<file path="config.mk">
export PLATFORM = sky130hd
export DESIGN_NAME = mem_bus_arbiter_flat
export DESIGN_NICKNAME = d
export VERILOG_FILES = /design/src/rtl/mem_bus_arbiter_pkg.sv /design/src/rtl/mem_bus_arbiter_if.sv /design/src/rtl/mem_bus_timer.sv /design/src/rtl/mem_bus_arbiter.sv /design/src/flat_wrapper.sv
export SDC_FILE = /design/constraint.sdc
export NUM_CORES = 1
export LEC_CHECK = 0
export ABC_CLOCK_PERIOD_IN_PS = 2300
export CELL_PAD_IN_SITES_DETAIL_PLACEMENT = 1
export CELL_PAD_IN_SITES_GLOBAL_PLACEMENT = 2
export CORE_MARGIN = 5
export CORE_UTILIZATION = 23
export DETAILED_ROUTE_END_ITERATION = 7
export PLACE_DENSITY_LB_ADDON = 0.1
export SETUP_SLACK_MARGIN = 0.2
export SYNTH_ARGS = -nofsm -noshare
export SYNTH_HDL_FRONTEND = slang
export SYNTH_SLANG_ARGS = --single-unit
</file>
<file path="constraint.sdc">
create_clock -name clk -period 2.3 [get_ports clk]
set_input_delay 0.575 -clock clk [delete_from_list [all_inputs] [get_ports clk]]
set_output_delay 0.575 -clock clk [all_outputs]
set_load 0.03 [all_outputs]
</file>
<file path="src/rtl/mem_bus_arbiter_pkg.sv">
// Shared types and constants for the IF/MEM memory bus arbiter slice.
// Holds the arbiter state enum, bus word width, full-lane select and timeout default.
package mem_bus_arbiter_pkg;

  localparam int RegBus = 32;
  typedef logic [RegBus-1:0] reg_bus_t;

  localparam logic [3:0] SEL_ALL            = 4'b1111;
  localparam int         TIMEOUT_CYCLES_DEF = 255;

  typedef enum logic [1:0] {
    IDLE    = 2'd0,
    IF_ACC  = 2'd1,
    MEM_ACC = 2'd2,
    DRAIN   = 2'd3
  } arb_state_t;

  // Registered bus request as presented on the shared bus.
  typedef struct packed {
    logic       we;
    logic [3:0] sel;
    reg_bus_t   addr;
    reg_bus_t   data;
  } bus_req_t;

  function automatic int cnt_width(input int limit);
    int w;
    w = $clog2(limit + 1);
    return (w < 8) ? 8 : w;
  endfunction

endpackage

</file>
<file path="src/rtl/mem_bus_arbiter_if.sv">
// Shared synchronous-ack memory bus: the arbiter is the master, the memory the slave.
interface mem_bus_arbiter_if;
  import mem_bus_arbiter_pkg::*;

  logic       bus_stb_o;
  logic       bus_we_o;
  logic [3:0] bus_sel_o;
  reg_bus_t   bus_addr_o;
  reg_bus_t   bus_data_o;
  reg_bus_t   bus_data_i;
  logic       bus_ack_i;

  modport master (
    output bus_stb_o,
    output bus_we_o,
    output bus_sel_o,
    output bus_addr_o,
    output bus_data_o,
    input  bus_data_i,
    input  bus_ack_i
  );

  modport slave (
    input  bus_stb_o,
    input  bus_we_o,
    input  bus_sel_o,
    input  bus_addr_o,
    input  bus_data_o,
    output bus_data_i,
    output bus_ack_i
  );

endinterface

</file>
<file path="src/rtl/mem_bus_timer.sv">
// Ack-wait counter: cleared while clr is high, counts enabled cycles, expire flags the
// cycle in which the LIMIT-th wait cycle completes. Used only with BUS_TIMEOUT_EN.
module mem_bus_timer
  import mem_bus_arbiter_pkg::*;
#(
  parameter int LIMIT = TIMEOUT_CYCLES_DEF
) (
  input  logic clk,
  input  logic rst,
  input  logic clr,
  input  logic en,
  output logic expire
);

  localparam int CW = cnt_width(LIMIT);

  logic [CW-1:0] cnt;

  always_ff @(posedge clk) begin
    if (rst || clr) begin
      cnt <= '0;
    end else if (en) begin
      cnt <= cnt + CW'(1);
    end
  end

  assign expire = en && (cnt == CW'(LIMIT - 1));

endmodule

</file>
<file path="src/rtl/mem_bus_arbiter.sv">
// Shares one sync-ack bus between IF and MEM (MEM first); stb registered 1 cycle after request, stall until ack.
// Flush drains an in-flight cycle without data; BUS_TIMEOUT_EN adds an ack timeout with per-port error pulses.
module mem_bus_arbiter
  import mem_bus_arbiter_pkg::*;
#(
  parameter int TIMEOUT_CYCLES = TIMEOUT_CYCLES_DEF
) (
  input  logic              clk,
  input  logic              rst,
  input  logic              flush_i,
  input  logic              if_ce_i,
  input  reg_bus_t          if_addr_i,
  output reg_bus_t          if_data_o,
  output logic              if_stallreq_o,
  input  logic              mem_ce_i,
  input  logic              mem_we_i,
  input  logic [3:0]        mem_sel_i,
  input  reg_bus_t          mem_addr_i,
  input  reg_bus_t          mem_data_i,
  output reg_bus_t          mem_data_o,
  output logic              mem_stallreq_o,
  output logic              if_buserr_o,
  output logic              mem_buserr_o,
  mem_bus_arbiter_if.master bus
);

  arb_state_t state_q, state_d;
  bus_req_t   req_q, req_d;
  logic       stb_q, stb_d;
  reg_bus_t   if_data_q, if_data_d;
  reg_bus_t   mem_data_q, mem_data_d;
  logic       if_err_q, if_err_d;
  logic       mem_err_q, mem_err_d;
  logic       expire;
  logic       if_ack, mem_ack;
  logic       if_req, mem_req;

  assign if_ack  = (state_q == IF_ACC)  && bus.bus_ack_i;
  assign mem_ack = (state_q == MEM_ACC) && bus.bus_ack_i;

  // A port whose access just timed out is released this cycle, so it must not be re-granted.
  assign if_req  = if_ce_i  && !if_err_q;
  assign mem_req = mem_ce_i && !mem_err_q;

`ifdef BUS_TIMEOUT_EN
  mem_bus_timer #(
    .LIMIT (TIMEOUT_CYCLES)
  ) u_timer (
    .clk    (clk),
    .rst    (rst),
    .clr    (state_q == IDLE),
    .en     (state_q != IDLE),
    .expire (expire)
  );
`else
  logic unused_timeout_cfg;
  assign unused_timeout_cfg = ^TIMEOUT_CYCLES;
  assign expire             = 1'b0;
`endif

  always_comb begin
    state_d    = state_q;
    req_d      = req_q;
    stb_d      = stb_q;
    if_data_d  = if_data_q;
    mem_data_d = mem_data_q;
    if_err_d   = 1'b0;
    mem_err_d  = 1'b0;

    case (state_q)
      IDLE: begin
        if (!flush_i) begin
          if (mem_req) begin
            req_d   = '{we: mem_we_i, sel: mem_sel_i, addr: mem_addr_i, data: mem_data_i};
            stb_d   = 1'b1;
            state_d = MEM_ACC;
          end else if (if_req) begin
            req_d   = '{we: 1'b0, sel: SEL_ALL, addr: if_addr_i, data: '0};
            stb_d   = 1'b1;
            state_d = IF_ACC;
          end
        end
      end

      IF_ACC, MEM_ACC: begin
        if (bus.bus_ack_i) begin
          stb_d   = 1'b0;
          state_d = IDLE;
          // A flush coinciding with the ack completes the cycle but discards its data.
          if (!flush_i) begin
            if (state_q == IF_ACC) begin
              if_data_d = bus.bus_data_i;
            end else begin
              mem_data_d = bus.bus_data_i;
            end
          end
        end else if (expire) begin
          stb_d   = 1'b0;
          state_d = IDLE;
          if (state_q == IF_ACC) begin
            if_data_d = '0;
            if_err_d  = 1'b1;
          end else begin
            mem_data_d = '0;
            mem_err_d  = 1'b1;
          end
        end else if (flush_i) begin
          state_d = DRAIN;
        end
      end

      DRAIN: begin
        if (bus.bus_ack_i || expire) begin
          stb_d   = 1'b0;
          state_d = IDLE;
        end
      end

      default: begin
        stb_d   = 1'b0;
        state_d = IDLE;
      end
    endcase
  end

  always_ff @(posedge clk) begin
    if (rst) begin
      state_q    <= IDLE;
      req_q      <= '0;
      stb_q      <= 1'b0;
      if_data_q  <= '0;
      mem_data_q <= '0;
      if_err_q   <= 1'b0;
      mem_err_q  <= 1'b0;
    end else begin
      state_q    <= state_d;
      req_q      <= req_d;
      stb_q      <= stb_d;
      if_data_q  <= if_data_d;
      mem_data_q <= mem_data_d;
      if_err_q   <= if_err_d;
      mem_err_q  <= mem_err_d;
    end
  end

  assign bus.bus_stb_o  = stb_q;
  assign bus.bus_we_o   = req_q.we;
  assign bus.bus_sel_o  = req_q.sel;
  assign bus.bus_addr_o = req_q.addr;
  assign bus.bus_data_o = req_q.data;

  // Read data bypasses the capture register in the owning port's ack cycle.
  assign if_data_o  = (if_ack  && !flush_i) ? bus.bus_data_i : if_data_q;
  assign mem_data_o = (mem_ack && !flush_i) ? bus.bus_data_i : mem_data_q;

  assign if_stallreq_o  = !rst && if_ce_i  && !if_ack  && !flush_i && !if_err_q;
  assign mem_stallreq_o = !rst && mem_ce_i && !mem_ack && !flush_i && !mem_err_q;

  assign if_buserr_o  = if_err_q;
  assign mem_buserr_o = mem_err_q;

endmodule

</file>
<file path="src/flat_wrapper.sv">
// flat-port wrapper written by rule: the top's interface ports become plain ports
module mem_bus_arbiter_flat import mem_bus_arbiter_pkg::*;
#(
  parameter int TIMEOUT_CYCLES = TIMEOUT_CYCLES_DEF
)
  (clk, rst, flush_i, if_ce_i, if_addr_i, if_data_o, if_stallreq_o, mem_ce_i, mem_we_i, mem_sel_i, mem_addr_i, mem_data_i, mem_data_o, mem_stallreq_o, if_buserr_o, mem_buserr_o, bus_bus_stb_o, bus_bus_we_o, bus_bus_sel_o, bus_bus_addr_o, bus_bus_data_o, bus_bus_data_i, bus_bus_ack_i);
  mem_bus_arbiter_if bus_i ();
  input  logic clk;
  input  logic rst;
  input  logic flush_i;
  input  logic if_ce_i;
  input  reg_bus_t if_addr_i;
  output reg_bus_t if_data_o;
  output logic if_stallreq_o;
  input  logic mem_ce_i;
  input  logic mem_we_i;
  input  logic [3:0] mem_sel_i;
  input  reg_bus_t mem_addr_i;
  input  reg_bus_t mem_data_i;
  output reg_bus_t mem_data_o;
  output logic mem_stallreq_o;
  output logic if_buserr_o;
  output logic mem_buserr_o;
  output wire logic [$bits(bus_i.bus_stb_o)-1:0] bus_bus_stb_o;
  output wire logic [$bits(bus_i.bus_we_o)-1:0] bus_bus_we_o;
  output wire logic [$bits(bus_i.bus_sel_o)-1:0] bus_bus_sel_o;
  output wire logic [$bits(bus_i.bus_addr_o)-1:0] bus_bus_addr_o;
  output wire logic [$bits(bus_i.bus_data_o)-1:0] bus_bus_data_o;
  input wire logic [$bits(bus_i.bus_data_i)-1:0] bus_bus_data_i;
  input wire logic [$bits(bus_i.bus_ack_i)-1:0] bus_bus_ack_i;
  assign bus_bus_stb_o = bus_i.bus_stb_o;
  assign bus_bus_we_o = bus_i.bus_we_o;
  assign bus_bus_sel_o = bus_i.bus_sel_o;
  assign bus_bus_addr_o = bus_i.bus_addr_o;
  assign bus_bus_data_o = bus_i.bus_data_o;
  assign bus_i.bus_data_i = bus_bus_data_i;
  assign bus_i.bus_ack_i = bus_bus_ack_i;
  mem_bus_arbiter #(.TIMEOUT_CYCLES(TIMEOUT_CYCLES)) u_core (.clk(clk), .rst(rst), .flush_i(flush_i), .if_ce_i(if_ce_i), .if_addr_i(if_addr_i), .if_data_o(if_data_o), .if_stallreq_o(if_stallreq_o), .mem_ce_i(mem_ce_i), .mem_we_i(mem_we_i), .mem_sel_i(mem_sel_i), .mem_addr_i(mem_addr_i), .mem_data_i(mem_data_i), .mem_data_o(mem_data_o), .mem_stallreq_o(mem_stallreq_o), .if_buserr_o(if_buserr_o), .mem_buserr_o(mem_buserr_o), .bus(bus_i));
endmodule
</file>
==> results of run 1 <==
==> critical path: stages <==
cell,delay [ns]
buf_6,0.09
and2b_4,0.33
nand2_8,0.10
buf_16,0.16
buf_8,0.13
mux2_4,0.30
buf_6,0.14
==> worst paths after layout <==
kind                                         startpoint                                     to  slack [ns]  cells past startpoint
hold / removal    u_core.bus.bus_data_o[8]$_SDFFE_PP0P_  u_core.bus.bus_data_o[8]$_SDFFE_PP0P_        0.45                      2
hold reg to reg   u_core.bus.bus_data_o[8]$_SDFFE_PP0P_  u_core.bus.bus_data_o[8]$_SDFFE_PP0P_        0.45                      2
setup reg to reg         u_core.state_q[0]$_SDFFE_PP0P_         u_core.state_q[1]$_SDFFE_PP0P_        0.48                      8
setup / recovery                                flush_i                          if_data_o[31]       -0.13                      7
==> kinds of logic (layout without fill, tap and decap cells) <==
group	count (synthesis)	after routing	share of synthesized area
AOI/OAI and AO/OA	142	142	0.137
adders and majority gates	6	6	0.0124
buffers and inverters	68	391	0.0578
DFF	136	136	0.451
muxes	96	96	0.172
other	1	3	0.000621
and+or+nand+nor	251	251	0.170
==> synth_stat cells <==
cell | instances | area share
inv_1 | 8 | 0.0050
o21bai_2 | 1 | 0.0019
o21bai_1 | 1 | 0.0012
ha_1 | 6 | 0.012
a21oi_1 | 102 | 0.084
clkbuf_1 | 20 | 0.012
buf_4 | 9 | 0.011
nor3_1 | 2 | 0.0017
and3b_1 | 1 | 0.0014
a211oi_1 | 32 | 0.040
nand2_2 | 2 | 0.0021
dfxtp_1 | 136 | 0.45
o2111a_1 | 1 | 0.0019
a311oi_1 | 4 | 0.0058
and2b_4 | 1 | 0.0017
mux2i_1 | 32 | 0.053
nor2b_1 | 1 | 0.0010
buf_1 | 3 | 0.0019
mux2_2 | 58 | 0.11
a21bo_2 | 1 | 0.0017
nor2_4 | 1 | 0.0019
or2_1 | 1 | 0.0010
buf_2 | 24 | 0.020
conb_1 | 1 | 0.00062
mux2_1 | 6 | 0.011
and4_1 | 1 | 0.0014
nor2_1 | 38 | 0.024
buf_6 | 4 | 0.0075
nand3_1 | 33 | 0.027
nand2_1 | 168 | 0.10
nand3b_1 | 1 | 0.0012
and2_1 | 1 | 0.0010
==> stage by stage <==
stage / power (W) / std cells / setup TNS, ns
finish: 0.00962 / 1360 / -4.17
global route: 0.0102 / 1359 / -8.16
CTS: 0.00979 / 1357 / -5.39
detailed placement: 0.00644 / 1310 / -46.19
global placement: 0.00642 / 1310 / -43.63
floorplan: 0.00488 / 701 / 0
==> power by group <==
part | leakage [nW] | internal [W] | switching, W
combinational | 3.04 | 0.00181 | 0.00203
clock | 0.291 | 0.00175 | 0.00110
sequential | 1.11 | 0.00273 | 0.000203
total | 4.44 | 0.00628 | 0.00333
==> area by class of cell <==
type	instances	area, µm²	area share
repair buffers	352	3740	0.346
multi-input cells	497	3280	0.303
flip-flops and latches	136	2730	0.252
clock buffers	19	443	0.0410
well taps	335	419	0.0388
clock inverters	12	166	0.0154
inverters	8	32.5	0.00301
diodes	1	2.50	0.000231
==> sequential cells by signal, indices dropped and copies added, names as in the netlist <==
register	flops
u_core.bus.bus_data_o	32
u_core.bus.bus_addr_o	32
u_core.bus.bus_we_o	1
u_core.bus.bus_stb_o	1
u_core.mem_data_q	32
u_core.if_data_q	32
u_core.bus.bus_sel_o	4
u_core.state_q	2
==> per-layer routing <==
layer / up-vias / routed length (µm) / GRT usage
li1: 3015 / - / -
met5: - / 0 / 0
met4: 0 / 178 / 0.0301
met1: 2751 / 10900 / 0.203
met3: 10 / 1800 / 0.0558
met2: 179 / 10800 / 0.249
==> repair_timing <==
| action | CTS | global route |
|---|---|---|
| pin swaps | 6 | 1 |
| gates resized for setup | 451 | 4 |
| gates cloned | 5 | 0 |
| setup endpoints to repair | 66 | 70 |
| setup buffers | 11 | 2 |
| endpoints found under the hold margin | 0 | 0 |
==> flow_summary.yaml, run 1 <==
run_status:
  status: "finished with violations"
  failed_checks: "setup timing"
setup_path:
  crit_fanout: 6
  arrival_ns: 1.86
  required_ns: 1.73
  end_kind: "output port"
  critPathLaunchType: "primary input"
  path_class: "primary input to output port"
floorplanning:
  start_util: 0.233
  die_x_um: 172
  placementRows: 59
  io_pins: 277
  core_um2: 26000
  die_y_um: 172
  die-area_um2: 29600
finish:
  final_common_cell: "clkdlybuf4s50_1"
  final_cell_mix: "200 x clkdlybuf4s50_1, 168 x nand2_1, 134 x dfxtp_1"
  layout-drive-gt1-share: 0.250
  final_core_util: 0.416
  fillers: 2974
  area_growth_syn_to_layout_pct: 78.9
  fin_area_um2: 10800
  nets: 1157
grt:
  antenna_found_initial: 0
  grt_overflow: 0
  grt_use_total: 0.155
  grt_max_degree: 137
  grt_pass1_vias: 6155
  grt_pass1_wl_um: 35800
clocking:
  cts_tree: "done"
  cts_root_buffer: "clkbuf_16"
  cts_buffers: 17
  cts.path.max_buffers: 2
  hold_buffers: 0
  cts_max_level: 4
  insertion_delay_ns: 0.41
  cts_sinks: 136
  clkTransAtPathRegs_ns: 0.06
logic_synthesis:
  yosysWarnings: 0
  synth_area_per_cell_um2: 8.63
  synth.distinct_cells: 32
  synth_cells: 700
  ys_seq_area_frac: 0.451
  synth_area_um2: 6040
  ys_seq_elements: 136
timing:
  tightest_slew_ns: 0.686
  relSlewSlack: 0.543
  setup_slack_ns: -0.133
  rsz0062_at_grt: "true"
  fin_skew_ns: 0.0153
  fin_hold_ws_ns: 0.452
  finalMaxSlewViolations: 0
  finalHoldViolCount: 0
  setup_viol: 58
  finalCriticalPeriod_ns: 2.43
  clock.fmax_mhz: 411
  finalCritPeriodShare: 1.06
routing:
  post-route-drc-count: 0
  totalWireLength_um: 23600
  drtIter0Drc: 174
  postRouteAntennaNets: 0
  firstDrtPassIters: 4
  via_count: 5955
  avgViaCountPerCell: 4.38
  routedWlPerCell_um: 17.4
power:
  p_leak_nw: 4.44
  power-per-cell-area_nw_per_um2: 889
  ir_drop_v: 0.000348
placed_design:
  dpl_worst_slack_ns: -0.857
  placed_area_um2: 9440
  port_buffers: 274
  globalplace.congestion: 0.700
  dpl.hpwl_um: 15800
job:
  maxCapViolCount: 0
worst_hold_path:
  min_path_type: "register to register"
(Power assumes the default switching activity.)
==> run 2, diff against run 1 <==
--- a/config.mk
+++ b/config.mk
@@ -12,7 +12,6 @@
 export CORE_UTILIZATION = 23
 export DETAILED_ROUTE_END_ITERATION = 7
 export PLACE_DENSITY_LB_ADDON = 0.1
-export SETUP_SLACK_MARGIN = 0.2
 export SYNTH_ARGS = -nofsm -noshare
 export SYNTH_HDL_FRONTEND = slang
 export SYNTH_SLANG_ARGS = --single-unit
==> flow_summary.yaml, run 2 (synthesized netlist as in run 1, its figures left out) <==
timing:
  setup_slack_ns: -0.163
  tightest_slew_ns: 0.792
  fin_tns_setup_ns: -5.68
  fin_skew_ns: 0.0126
  relSlewSlack: 0.472
  fin_hold_ws_ns: 0.450
  rsz0062_at_grt: "true"
  finalHoldViolCount: 0
  finalCriticalPeriod_ns: 2.46
  finalMaxSlewViolations: 0
  setup_viol: 60
  finalCritPeriodShare: 1.07
  clock.fmax_mhz: 406
clocking:
  cts.path.max_buffers: 2
  cts_buffers: 17
  cts_root_buffer: "clkbuf_16"
  insertion_delay_ns: 0.42
  cts_max_level: 4
  clkTransAtPathRegs_ns: 0.06
  cts_tree: "done"
  cts_sinks: 136
  hold_buffers: 0
routing:
  post-route-drc-count: 0
  routedWlPerCell_um: 17.6
  avgViaCountPerCell: 4.41
  postRouteAntennaNets: 0
  via_count: 5956
  firstDrtPassIters: 4
  drtIter0Drc: 174
  totalWireLength_um: 23800
floorplanning:
  placementRows: 59
  core_um2: 26000
  die-area_um2: 29600
  io_pins: 277
  start_util: 0.233
  die_x_um: 172
  die_y_um: 172
setup_path:
  path_class: "register to output port"
  crit-reg2reg-launch: "u_core.state_q[0]$_SDFFE_PP0P_"
  critPathLaunch: "u_core.state_q[1]$_SDFFE_PP0P_"
  cp_num_buf_inv: 4
  required_ns: 1.73
  arrival_ns: 1.89
  crit_fanout: 8
  max_stage_delay_ns: 0.36
  crit_chain: "buf_12 -> ha_4 -> nand2_8 -> buf_16 -> buf_8 -> mux2_4 -> buf_6"
  end_kind: "output port"
  critPathTopFamily: "buffers and inverters"
  cp_slowest_cell: "dfxtp_2"
  reg2reg_setup_slack_ns: 0.57
  critPathLaunchType: "register"
  crit_cells: 7
  worst_r2r_path_depth: 7
grt:
  grt_overflow: 0
  grt_use_total: 0.158
  grt_max_degree: 137
  antenna_found_initial: 1
  grt_pass1_wl_um: 36100
  grt_pass1_vias: 6175
finish:
  fin_area_um2: 10700
  fin_cells: 1352
  fillers: 2930
  final_cell_mix: "204 x clkdlybuf4s50_1, 168 x nand2_1, 134 x dfxtp_1"
  layout-drive-gt1-share: 0.244
  final_common_cell: "clkdlybuf4s50_1"
  nets: 1152
  diodes: 0
  area_growth_syn_to_layout_pct: 77.7
worst_hold_path:
  min_path_type: "register to register"
  hold_path_depth: 2
  hold_start: "u_core.bus.bus_data_o[6]$_SDFFE_PP0P_"
placed_design:
  dpl.hpwl_um: 15900
  dpl_worst_slack_ns: -0.854
  placed_area_um2: 9420
  globalplace.congestion: 0.721
  place.detailed.instances: 1307
  port_buffers: 274
run_status:
  failed_checks: "setup timing"
  status: "finished with violations"
power:
  ir_drop_v: 0.000418
  p_leak_nw: 4.35
  power-per-cell-area_nw_per_um2: 903
job:
  maxCapViolCount: 0
[run 2: worst paths after layout]
path,endpoint
worst max-delay path,mem_data_o[19]
worst min-delay path,u_core.bus.bus_data_o[6]$_SDFFE_PP0P_
worst max register to register,u_core.state_q[0]$_SDFFE_PP0P_
worst min register to register,u_core.bus.bus_data_o[6]$_SDFFE_PP0P_
[run 2: metal layers]
| layer | global-route usage | wire (µm) |
|---|---|---|
| met5 | 0 | 7 |
| met3 | 0.0617 | 2130 |
| met1 | 0.193 | 10100 |
| met2 | 0.263 | 11300 |
| met4 | 0.0349 | 234 |
[run 2: final cells by class]
class,instances,area [µm²],area share
Clock buffer,17,425,0.0396
Inverter,8,30.0,0.00280
Clock inverter,12,203,0.0189
Multi-Input combinational cell,497,3250,0.303
Timing Repair Buffer,347,3680,0.343
Tap cell,335,419,0.0390
Sequential cell,136,2730,0.254
[run 2: through the flow]
stage,util,power [W]
6_report,0.413,0.00969
3_5_place_dp,0.362,0.00642
5_1_grt,0.413,0.0102
4_1_cts,0.415,0.00988
3_3_place_gp,0.362,0.00641
2_1_floorplan,-,0.00487
[run 2: report_power, final]
group	switching (W)	internal (W)	leakage [nW]
sequential	0.000200	0.00273	1.11
combinational	0.00202	0.00178	2.94
clock	0.00106	0.00191	0.305
total	0.00328	0.00642	4.35
[run 2: timing repair]
item                                    CTS  global route
pin swaps                                 3             0
endpoints found under the setup margin   65            64
gates resized for setup                 441             9
buffers inserted                         12             2
cloned                                    5             0
[run 2: tightest hold or removal path: cells and delay by family, from the launching register on]
kind,cells,cell delay (ns)
compound gates,1,0.05
simple gates,1,0.05
flops,1,0.31
